$ cat src/rtl/lsu_pkg.sv
// Shared definitions for the load/store unit bus master: FSM states, access
// size codes, bus request payload and byte-strobe helpers.
package lsu_pkg;

    localparam int unsigned XLEN   = 64;
    localparam int unsigned STRB_W = XLEN / 8;

    typedef enum logic [1:0] {
        ST_IDLE = 2'd0,
        ST_REQ  = 2'd1,
        ST_WAIT = 2'd2,
        ST_DONE = 2'd3
    } lsu_state_e;

    // funct3[1:0] access size codes
    localparam logic [1:0] SZ_B = 2'd0;
    localparam logic [1:0] SZ_H = 2'd1;
    localparam logic [1:0] SZ_W = 2'd2;
    localparam logic [1:0] SZ_D = 2'd3;

    // One bus beat as presented on the request channel
    typedef struct packed {
        logic              we;
        logic [XLEN-1:0]   addr;
        logic [XLEN-1:0]   wdata;
        logic [STRB_W-1:0] wstrb;
    } lsu_req_t;

    // Byte enables across two consecutive beats: low half is beat 0, high half beat 1
    function automatic logic [2*STRB_W-1:0] byte_strobe(input logic [1:0] size,
                                                        input logic [2:0] lane);
        logic [2*STRB_W-1:0] mask;
        case (size)
            SZ_B:    mask = 16'h0001;
            SZ_H:    mask = 16'h0003;
            SZ_W:    mask = 16'h000F;
            default: mask = 16'h00FF;
        endcase
        return mask << lane;
    endfunction

    // Access spills into the next 8-byte word when lane + size > 8
    function automatic logic crosses_beat(input logic [1:0] size,
                                          input logic [2:0] lane);
        return (4'(lane) + (4'd1 << size)) > 4'd8;
    endfunction

endpackage

$ cat src/rtl/lsu_load_align.sv
// Combinational load alignment: joins two bus beats, extracts the bytes
// starting at the access lane and zero/sign-extends them to 64 bits.
// Ports: beat0_i/beat1_i  raw bus words (beat 1 only meaningful for split accesses)
//        lane_i           byte offset of the access inside beat 0
//        funct3_i         [1:0] size code, [2] unsigned load
//        result_c         extended load value
module lsu_load_align
    import lsu_pkg::*;
(
    input  logic [XLEN-1:0] beat0_i,
    input  logic [XLEN-1:0] beat1_i,
    input  logic [2:0]      lane_i,
    input  logic [2:0]      funct3_i,
    output logic [XLEN-1:0] result_c
);

    logic [XLEN-1:0] raw;

    // Byte gather then extension by size
    always_comb begin
        raw = XLEN'({beat1_i, beat0_i} >> {lane_i, 3'b000});
        case (funct3_i[1:0])
            SZ_B:    result_c = funct3_i[2] ? {56'd0, raw[7:0]}  : {{56{raw[7]}},  raw[7:0]};
            SZ_H:    result_c = funct3_i[2] ? {48'd0, raw[15:0]} : {{48{raw[15]}}, raw[15:0]};
            SZ_W:    result_c = funct3_i[2] ? {32'd0, raw[31:0]} : {{32{raw[31]}}, raw[31:0]};
            default: result_c = raw;
        endcase
    end

endmodule

$ cat src/rtl/lsu_master.sv
// Load/store unit bus master: turns one pipeline load/store into one or two
// 8-byte-aligned bus beats, waits for each response, and returns the
// extended load result with a one-cycle done pulse.
// Ports: clock/reset_n                 clock, async active-low reset
//        load_i/store_i/funct3_i/addr_i/sdata_i  pipeline request
//        stall_o (combinational), done_o, rdata_o  pipeline status/result
//        req_* / rsp_*                 single-outstanding bus request/response
module lsu_master
    import lsu_pkg::*;
#(
    parameter logic [63:0] ADDR_BASE = 64'h8000_0000,
    parameter logic [63:0] MEM_BYTES = 64'd1 << 20
) (
    input  logic              clock,
    input  logic              reset_n,
    input  logic              load_i,
    input  logic              store_i,
    input  logic [2:0]        funct3_i,
    input  logic [XLEN-1:0]   addr_i,
    input  logic [XLEN-1:0]   sdata_i,
    output logic              stall_o,
    output logic              done_o,
    output logic [XLEN-1:0]   rdata_o,
    output logic              req_valid_o,
    input  logic              req_ready_i,
    output logic              req_we_o,
    output logic [XLEN-1:0]   req_addr_o,
    output logic [XLEN-1:0]   req_wdata_o,
    output logic [STRB_W-1:0] req_wstrb_o,
    input  logic              rsp_valid_i,
    input  logic [XLEN-1:0]   rsp_rdata_i
);

    lsu_state_e state_q, state_d;

    lsu_req_t          req_q, req_d;
    logic [XLEN-1:0]   hi_addr_q, hi_addr_d;
    logic [XLEN-1:0]   hi_wdata_q, hi_wdata_d;
    logic [STRB_W-1:0] hi_wstrb_q, hi_wstrb_d;
    logic              valid_q, valid_d;
    logic              pend_q, pend_d;
    logic              split_q, split_d;
    logic              done_q, done_d;
    logic [2:0]        funct3_q, funct3_d;
    logic [2:0]        lane_q, lane_d;
    logic [XLEN-1:0]   beat0_q, beat0_d;
    logic [XLEN-1:0]   rdata_q, rdata_d;

    logic [XLEN-1:0]     off_c;
    logic [XLEN-1:0]     base_c;
    logic [2:0]          lane_c;
    logic [2*STRB_W-1:0] strb_c;
    logic [2*XLEN-1:0]   wide_c;
    logic                cross_c;
    logic                capture_c;
    logic [XLEN-1:0]     align_b0_c;
    logic [XLEN-1:0]     align_c;

    // Offset, lane and two-beat strobe/data images of the incoming request
    assign off_c     = (addr_i - ADDR_BASE) % MEM_BYTES;
    assign lane_c    = off_c[2:0];
    assign base_c    = {off_c[XLEN-1:3], 3'b000};
    assign strb_c    = byte_strobe(funct3_i[1:0], lane_c);
    assign wide_c    = {{XLEN{1'b0}}, sdata_i} << {lane_c, 3'b000};
    assign cross_c   = crosses_beat(funct3_i[1:0], lane_c);
    assign capture_c = (state_q == ST_IDLE) && (load_i || store_i);

    // For split loads beat 0 was parked on the first response
    assign align_b0_c = split_q ? beat0_q : rsp_rdata_i;

    lsu_load_align u_align (
        .beat0_i  (align_b0_c),
        .beat1_i  (rsp_rdata_i),
        .lane_i   (lane_q),
        .funct3_i (funct3_q),
        .result_c (align_c)
    );

    // State register
    always_ff @(posedge clock or negedge reset_n) begin
        if (!reset_n) begin
            state_q <= ST_IDLE;
        end else begin
            state_q <= state_d;
        end
    end

    // Next-state logic
    always_comb begin
        state_d = state_q;
        case (state_q)
            ST_IDLE: if (load_i || store_i) state_d = ST_REQ;
            ST_REQ:  if (req_ready_i)       state_d = ST_WAIT;
            ST_WAIT: if (rsp_valid_i)       state_d = pend_q ? ST_REQ : ST_DONE;
            ST_DONE:                        state_d = ST_IDLE;
            default:                        state_d = ST_IDLE;
        endcase
    end

    // Datapath and registered-output next values
    always_comb begin
        req_d      = req_q;
        hi_addr_d  = hi_addr_q;
        hi_wdata_d = hi_wdata_q;
        hi_wstrb_d = hi_wstrb_q;
        pend_d     = pend_q;
        split_d    = split_q;
        funct3_d   = funct3_q;
        lane_d     = lane_q;
        beat0_d    = beat0_q;
        rdata_d    = rdata_q;
        valid_d    = (state_d == ST_REQ);
        done_d     = (state_d == ST_DONE);

        if (capture_c) begin
            req_d.we    = store_i;
            req_d.addr  = base_c;
            req_d.wdata = wide_c[XLEN-1:0];
            req_d.wstrb = strb_c[STRB_W-1:0];
            hi_addr_d   = (base_c + 64'd8) % MEM_BYTES;
            hi_wdata_d  = wide_c[2*XLEN-1:XLEN];
            hi_wstrb_d  = strb_c[2*STRB_W-1:STRB_W];
            pend_d      = cross_c;
            split_d     = cross_c;
            funct3_d    = funct3_i;
            lane_d      = lane_c;
        end

        if (state_q == ST_WAIT && rsp_valid_i) begin
            if (pend_q) begin
                // Present the spill beat; keep beat 0 data for the gather
                req_d.addr  = hi_addr_q;
                req_d.wdata = hi_wdata_q;
                req_d.wstrb = hi_wstrb_q;
                pend_d      = 1'b0;
                beat0_d     = rsp_rdata_i;
            end else if (!req_q.we) begin
                rdata_d = align_c;
            end
        end
    end

    // Datapath and output registers
    always_ff @(posedge clock or negedge reset_n) begin
        if (!reset_n) begin
            req_q      <= '0;
            hi_addr_q  <= '0;
            hi_wdata_q <= '0;
            hi_wstrb_q <= '0;
            valid_q    <= 1'b0;
            pend_q     <= 1'b0;
            split_q    <= 1'b0;
            done_q     <= 1'b0;
            funct3_q   <= '0;
            lane_q     <= '0;
            beat0_q    <= '0;
            rdata_q    <= '0;
        end else begin
            req_q      <= req_d;
            hi_addr_q  <= hi_addr_d;
            hi_wdata_q <= hi_wdata_d;
            hi_wstrb_q <= hi_wstrb_d;
            valid_q    <= valid_d;
            pend_q     <= pend_d;
            split_q    <= split_d;
            done_q     <= done_d;
            funct3_q   <= funct3_d;
            lane_q     <= lane_d;
            beat0_q    <= beat0_d;
            rdata_q    <= rdata_d;
        end
    end

    // Stall is combinational so a new request holds the pipeline in the same cycle
    assign stall_o     = (state_q == ST_IDLE) ? (load_i || store_i)
                                              : (state_q == ST_REQ || state_q == ST_WAIT);
    assign done_o      = done_q;
    assign rdata_o     = rdata_q;
    assign req_valid_o = valid_q;
    assign req_we_o    = req_q.we;
    assign req_addr_o  = req_q.addr;
    assign req_wdata_o = req_q.wdata;
    assign req_wstrb_o = req_q.wstrb;

endmodule

$ cat config.mk
export PLATFORM = sky130hd
export DESIGN_NAME = lsu_master
export DESIGN_NICKNAME = d
export VERILOG_FILES = /design/src/rtl/lsu_pkg.sv /design/src/rtl/lsu_load_align.sv /design/src/rtl/lsu_master.sv
export SDC_FILE = /design/constraint.sdc
export NUM_CORES = 1
export LEC_CHECK = 0
export ABC_AREA = 1
export BUFFER_PORTS_ARGS = -buffer_cell sky130_fd_sc_hd__buf_2
export CAP_MARGIN = 15
export CORE_MARGIN = 4
export CORE_UTILIZATION = 50
export CTS_BUF_LIST = sky130_fd_sc_hd__clkbuf_8
export CTS_CLUSTER_SIZE = 40
export DETAILED_ROUTE_END_ITERATION = 8
export PLACE_DENSITY = 0.74
export SETUP_SLACK_MARGIN = 0.4
export SLEW_MARGIN = 0
export SYNTH_ARGS = -nofsm -noshare
export SYNTH_HDL_FRONTEND = slang
export SYNTH_SLANG_ARGS = --single-unit
export TNS_END_PERCENT = 10
$ cat constraint.sdc
create_clock -name clock -period 2.48 [get_ports clock]
set_clock_uncertainty 0.2 [all_clocks]
set_input_delay 0.124 -clock clock [delete_from_list [all_inputs] [get_ports clock]]
set_output_delay 0.124 -clock clock [all_outputs]
set_load 0.05 [all_outputs]
Yosys cells after proc, flatten, opt, wreduce, memory -nomap -nowiden --
Index checks and enable logic that the tools add are counted.
Operators by class: add/subtract/negate cells 3, order comparisons 1, equal/unequal tests 9, shift-type cells 4, mux-type cells 18, bitwise logic cells 2, reduce and logical (&&, ||, !) cells 9
Operators with widths (number):
- $mux 136 | 3
- $mux 64 | 4
- $pmux 64 s3 | 1
- $shl 64x6->128 | 1
- $shr 128x6->64 | 1
- $pmux 8 s3 | 1
- $add 20x4->20 const B | 1
- $sub 20x1->20 const B | 1
- $shl 16x3->16 | 1
- $eq 2x2->1 const B | 5
- $eq 2x1->1 const B | 4
- $mux 2 | 4
- $pmux 2 s4 | 1
- $logic_not 2->1 | 3
- $add 3x4->4 | 1
- $gt 4x4->1 const B | 1
- $mux 1 | 4
- $shl 1x2->4 const A | 1
- $reduce_and 3->1 | 1
- $logic_and 1x1->1 | 2
- $logic_or 1x1->1 | 2
- $not 1->1 | 2
- $reduce_and 2->1 | 1
Storage, ports and cells: flip-flop bits (word level) 369, output and inout port bits 204, logic and storage cells 62

Depth between registers and ports, before layout --
depth after elaboration 6, mapped depth 14

Hierarchy --
From an unflattened synthesis, not the netlist that was laid out.
Unflattened totals: cell total of the unflattened synthesis 2844, area total of the unflattened synthesis 20898.8 sq um
By module, submodules not included:
- lsu_master | times used 1, cells each 2028, area each 16992.5 sq um, seq. area each 8933.6 sq um
- lsu_load_align | times used 1, cells each 816, area each 3906.2 sq um, seq. area each 0.0 sq um

Worst setup path after synthesis --
No wires, ideal clock.
kind reg-to-reg, start reg state_q[0], end reg rdata_q[61], in the netlist rdata_o[61], library setup time 0.113 ns, arrival 1.717 ns, data required time 2.167 ns, path slack 0.450 ns, cell stages (with the launch flop) 15, buffers on the path 3, clock period less this slack 2.030 ns, path through dfrtp_1 > inv_1 > ha_1 > nand2_1 > inv_1 > nand2_1 > nor2_1 > buf_2 > inv_2 > buf_2 > buf_2 > a21oi_1 > nand3_1 > nand2_1 > inv_1
On the way: word-level cells in the longest chain between the ends 3
Ends and longest elaborated chain:
- start, declared | RTL line lsu_master.sv:34 | lsu_state_e state_q, state_d;
- start signal, assigned | RTL line lsu_master.sv:84 | state_q <= state_d;
- $eq 2x2->1 | RTL line lsu_master.sv:129 | if (state_q == ST_WAIT && rsp_valid_i) begin
- $logic_and 1x1->1 | RTL line lsu_master.sv:129
- $reduce_and 3->1 (no source line)
- end signal, assigned | RTL line lsu_master.sv:170 | rdata_q <= rdata_d;
- end, declared | RTL line lsu_master.sv:47 | logic [XLEN-1:0] rdata_q, rdata_d;
Every way passes these cells. A chain may end at the register's enable or synchronous reset.

Final worst setup path --
start reg split_q, end reg rdata_q[34], in the netlist rdata_o[34]
On the way: word-level cells in the longest chain between the ends 4, elaborated cells between the ends (all ways) 6, classes of those cells shift (1); mux (5)
Ends and longest elaborated chain:
- start, declared | RTL line lsu_master.sv:42 | logic split_q, split_d;
- start signal, assigned | RTL line lsu_master.sv:165 | split_q <= split_d;
- $mux 64 * | RTL line lsu_master.sv:69 | assign align_b0_c = split_q ? beat0_q : rsp_rdata_i;
- $shr 128x6->64 * | RTL line lsu_load_align.sv:21 | raw = XLEN'({beat1_i, beat0_i} >> {lane_i, 3'b000});
- $mux 64 (on tied branches) | RTL line lsu_load_align.sv:25, lsu_load_align.sv:23, lsu_load_align.sv:24
- $pmux 64 s3 * | RTL line lsu_load_align.sv:22 | case (funct3_i[1:0])
Every way passes the cells marked *; elsewhere a longest branch is shown, timed or not.

==> results by group <==
Run status
  • Status: complete, no violations

Critical path
  • Worst path most repeated cell: nand3_1
  • Crit Path Class: reg -> reg
  • Slowest-stage cell, CP: dfrtp_2
  • Worst path bufs/invs: 3
  • Reg2reg setup slack: between 0.15 and 0.2 ns
  • Worst R2R End: rdata_o[34]
  • Worst-case reg-to-reg path depth: 10
  • Worst endpoint required time: roughly 2.8 ns
  • Critical Path AT: ~2.7 ns
  • Family with the most delay on the worst path: simple AND/OR/NAND/NOR gates
  • Worst Setup Start Kind: flop
  • Worst-path cell chain: buf_4, bufbuf_16, nand2_1, nand3_1, nand3_1, nand3_1, a21oi_1, nand3_2, nand2_1, inv_1
  • Worst r2r src: split_q
  • WP depth: 10
  • Kind of end point of the critical path: flop
  • CP max FO: 23
  • Worst path max stage delay: between 0.4 and 0.5 ns

Cells and area
  • Multi-input gate area: roughly 10000 um^2
  • Fin area: 27300 um^2
  • Final non-filler cell total: 3898
  • Total Nets Final: 3537
  • Fillcell total: 3331
  • P&R area growth vs syn: 35.3%
  • Share of cells above drive strength 1: roughly 22%
  • Register area: between 8000 and 9000 um^2
  • Final design utilization: 68.6%

STA
  • Min cycle time layout: approximately 2.3 ns
  • RSZ-0062 raised after global routing: true
  • Maximum clock rate: 433 MHz
  • Setup TNS: 0 ns
  • Final setup fails: 0
  • Hold_ws: ~0.038 ns
  • Headroom to the max-slew limit: a little over two fifths
  • Slew Limit Fails: 0
  • Period utilisation layout: between 90 and 100%
  • Least-Margin Pin Slew: roughly 0.84 ns
  • Final hold vios: 0

Placement
  • Final Wtd Congestion: around 1
  • PortBufs: 360
  • HPWL after DPL: between 50000 and 60000 um
  • Placed cells: 3545
  • Placed Area: 22800 um^2

Clocking
  • Root Driver: clkbuf_8
  • Max Buffers Root-to-Sink: 3
  • CTS clock-pin slew for the worst setup and hold paths: 0.06 ns
  • CTS tree: done
  • Clock sink count: 357
  • Worst-skew pair later-pin latency: around 0.67 ns
  • Htree depth: 2
  • TritonCTS buffer count: 59

Synth
  • Post-synthesis sequential area ratio: between 40% and 50%
  • YS warnings: 0
  • Ys async rst share: 100%
  • Top_reg_cell synth: dfrtp_1
  • Number of synthesized flops with an enable pin: 0
  • Post-Syn Area per Cell: 7.28 um^2
  • Unique masters post-synth: 43
  • Register bit total from synthesis: between 300 and 400
  • Synth Instances: around 2.8k
  • Post-Syn Nets: between 2k and 3k
  • Post-Syn Area: between 20000 and 25000 um^2

Power and ir drop
  • Gate power share: between 50% and 60%
  • Clock power frac: 15.2%
  • Power share of the sequential group: 26.0%
  • Switch Pwr: between 15000 and 20000 uW
  • Leakage: roughly 0.014 uW
  • Switching share of total power: 51.6%
  • PwrDens: around 1400 nW/um^2
  • VDD IR max: roughly 0.00096 V
  • Internal: around 18000 uW

GRT
  • Pin count of the biggest net entering global routing: 107
  • Initial antenna violation count: 1
  • Grt ovf: 0
  • Vias in the first global route: between 20k and 25k
  • First-pass GRT wire length: ~130000 um
  • Tot GR Track Use: a little under two fifths

Floorplanning
  • Die height: 209 um
  • Num ports: 405
  • Total die area: about 44000 um^2
  • Die width: 209 um
  • Core ar.: approximately 40000 um^2
  • Starting Density: about half
  • Placement Rows: 73

Worst hold path
  • Worst Min Path Start: rsp_rdata_i[63]
  • Min-Delay Endpoint: beat0_q[63]
  • Worst Hold Class: in -> reg
  • Hold Path Depth: 4

Detailed routing
  • Post-detailed-route count of antenna-violating nets: 0
  • Routed wire per std cell: ~23 um
  • Via/cell ratio: around 6
  • Drt pass-1 iters: 7
  • # DRC: 0
  • DR iter-0 viols: 3029
  • Routed WL: roughly 88000 um
  • Via count: around 23k

Job
  • Max-Cap Viols: 0
## per-layer routing
layer / routed length, um / global-route usage (%) / vias up
li1: - / - / 10300
met1: 36000 / 54.5 / 11000
met2: 38100 / 56.7 / 1414
met3: 10800 / 11.0 / 224
met4: 3430 / 12.3 / 0
met5: 0 / 0 / -
## power by group through the flow
stage / Sequential, uW / Clock [uW] / Combinational, uW
final: 9590 / 5600 / 21700
after global routing: 9760 / 5890 / 23000
after CTS: 9540 / 5630 / 20200
after detailed placement: 9630 / 0 / 18800
after global placement: 9570 / 0 / 18600
after floorplan: 13300 / 0 / 9140
## cell usage after synthesis, drive strengths merged (11+ instances only)
cell type	n	share of area (%)
clkbuf	106	2.0
o21ai	257	6.4
a21oi	134	3.3
or2	54	1.7
inv	198	3.7
o211ai	42	1.6
a2bb2oi	13	0.56
o221ai	28	1.2
a221oi	17	0.74
nand2	795	15
nor2	207	3.9
nand3	353	9.2
dfrtp	357	44
buf	99	2.7
o22ai	30	0.93
a31oi	20	0.62
nor3	11	0.27
## timing repair
item | 4_1_cts | 5_1_grt
hold endpoints to repair | 644 | 5
pin swaps | 7 | 17
hold buffers | 201 | 2
endpoints found under the setup margin | 174 | 235
gates resized for setup | 68 | 105
cloned | 10 | 6
setup buffers | 17 | 13
## layout by cell type, fill, tap and decap left out, types with 15 or more instances in the layout
master / instances
o21ai_1: 38
buf_2: 358
nand2_1: 782
dfrtp_1: 353
a221oi_1: 17
o221ai_1: 27
or2_2: 52
a31oi_1: 20
dlygate4sd3_1: 201
a21oi_2: 15
nor2_1: 200
buf_4: 74
o21ai_0: 208
nand3_2: 23
clkbuf_8: 78
o211ai_1: 42
inv_1: 193
nand3_1: 318
buf_12: 28
a21oi_1: 118
o22ai_1: 30
## logic make-up (layout without fill, tap and decap cells)
| family | count (synthesis) | count (layout) | synth area share, % |
|---|---|---|---|
| fa+ha+maj | 8 | 8 | 0.533 |
| other cells | 0 | 2 | 0 |
| xor+xnor | 2 | 2 | 0.0868 |
| compound gates | 562 | 562 | 16.1 |
| buf+inv | 405 | 1006 | 8.45 |
| simple gates | 1426 | 1426 | 30.0 |
| mux | 10 | 10 | 0.496 |
| flops | 357 | 357 | 44.3 |
## flip-flops by register name (all words and copies together), names as in the netlist
name and cells:
done_o 1, lane_q 3, pend_q 1, hi_wdata_q 56, state_q 2, hi_wstrb_q 7
hi_addr_q 17, funct3_q 3, req_addr_o 64, rdata_o 64, req_we_o 1, split_q 1
beat0_q 64, req_wstrb_o 8, req_wdata_o 64, req_valid_o 1
## stage by stage
| step | total power [uW] | setup WS (ns) |
|---|---|---|
| after CTS | 35400 | 0.201 |
| after floorplan | 22400 | 0.450 |
| after detailed placement | 28400 | -0.0312 |
| after global placement | 28200 | 0.00480 |
| after global routing | 38700 | 0.111 |
| final | 36900 | 0.169 |
## tightest hold or removal path, delay by kind of cell
| family | cells | cell delay (ns) |
|---|---|---|
| buffers and inverters | 2 | 0.64 |
| AND/OR/NAND/NOR | 2 | 0.10 |
## worst max-delay path by stage
stage                          start        endpoint  slack [ns]
after floorplan           state_q[0]     rdata_o[61]        0.45
after global placement    state_q[0]     rdata_o[39]       0.005
after detailed placement  state_q[0]     rdata_o[39]       -0.03
after CTS                 state_q[1]         stall_o        0.20
after global routing      state_q[1]  req_wdata_o[3]        0.11
final                        split_q     rdata_o[34]        0.17
## cell type report
class	count	area share, %
repair buffers	700	20.8
repair inverters	2	0.0550
multi-input cells	2008	36.5
inverters	200	2.91
flip-flops and latches	357	32.8
clock buffers	78	3.93
well taps	525	2.41
diodes	2	0.0183
clock inverters	26	0.637
No activity file was read; power rests on OpenSTA's default activity.
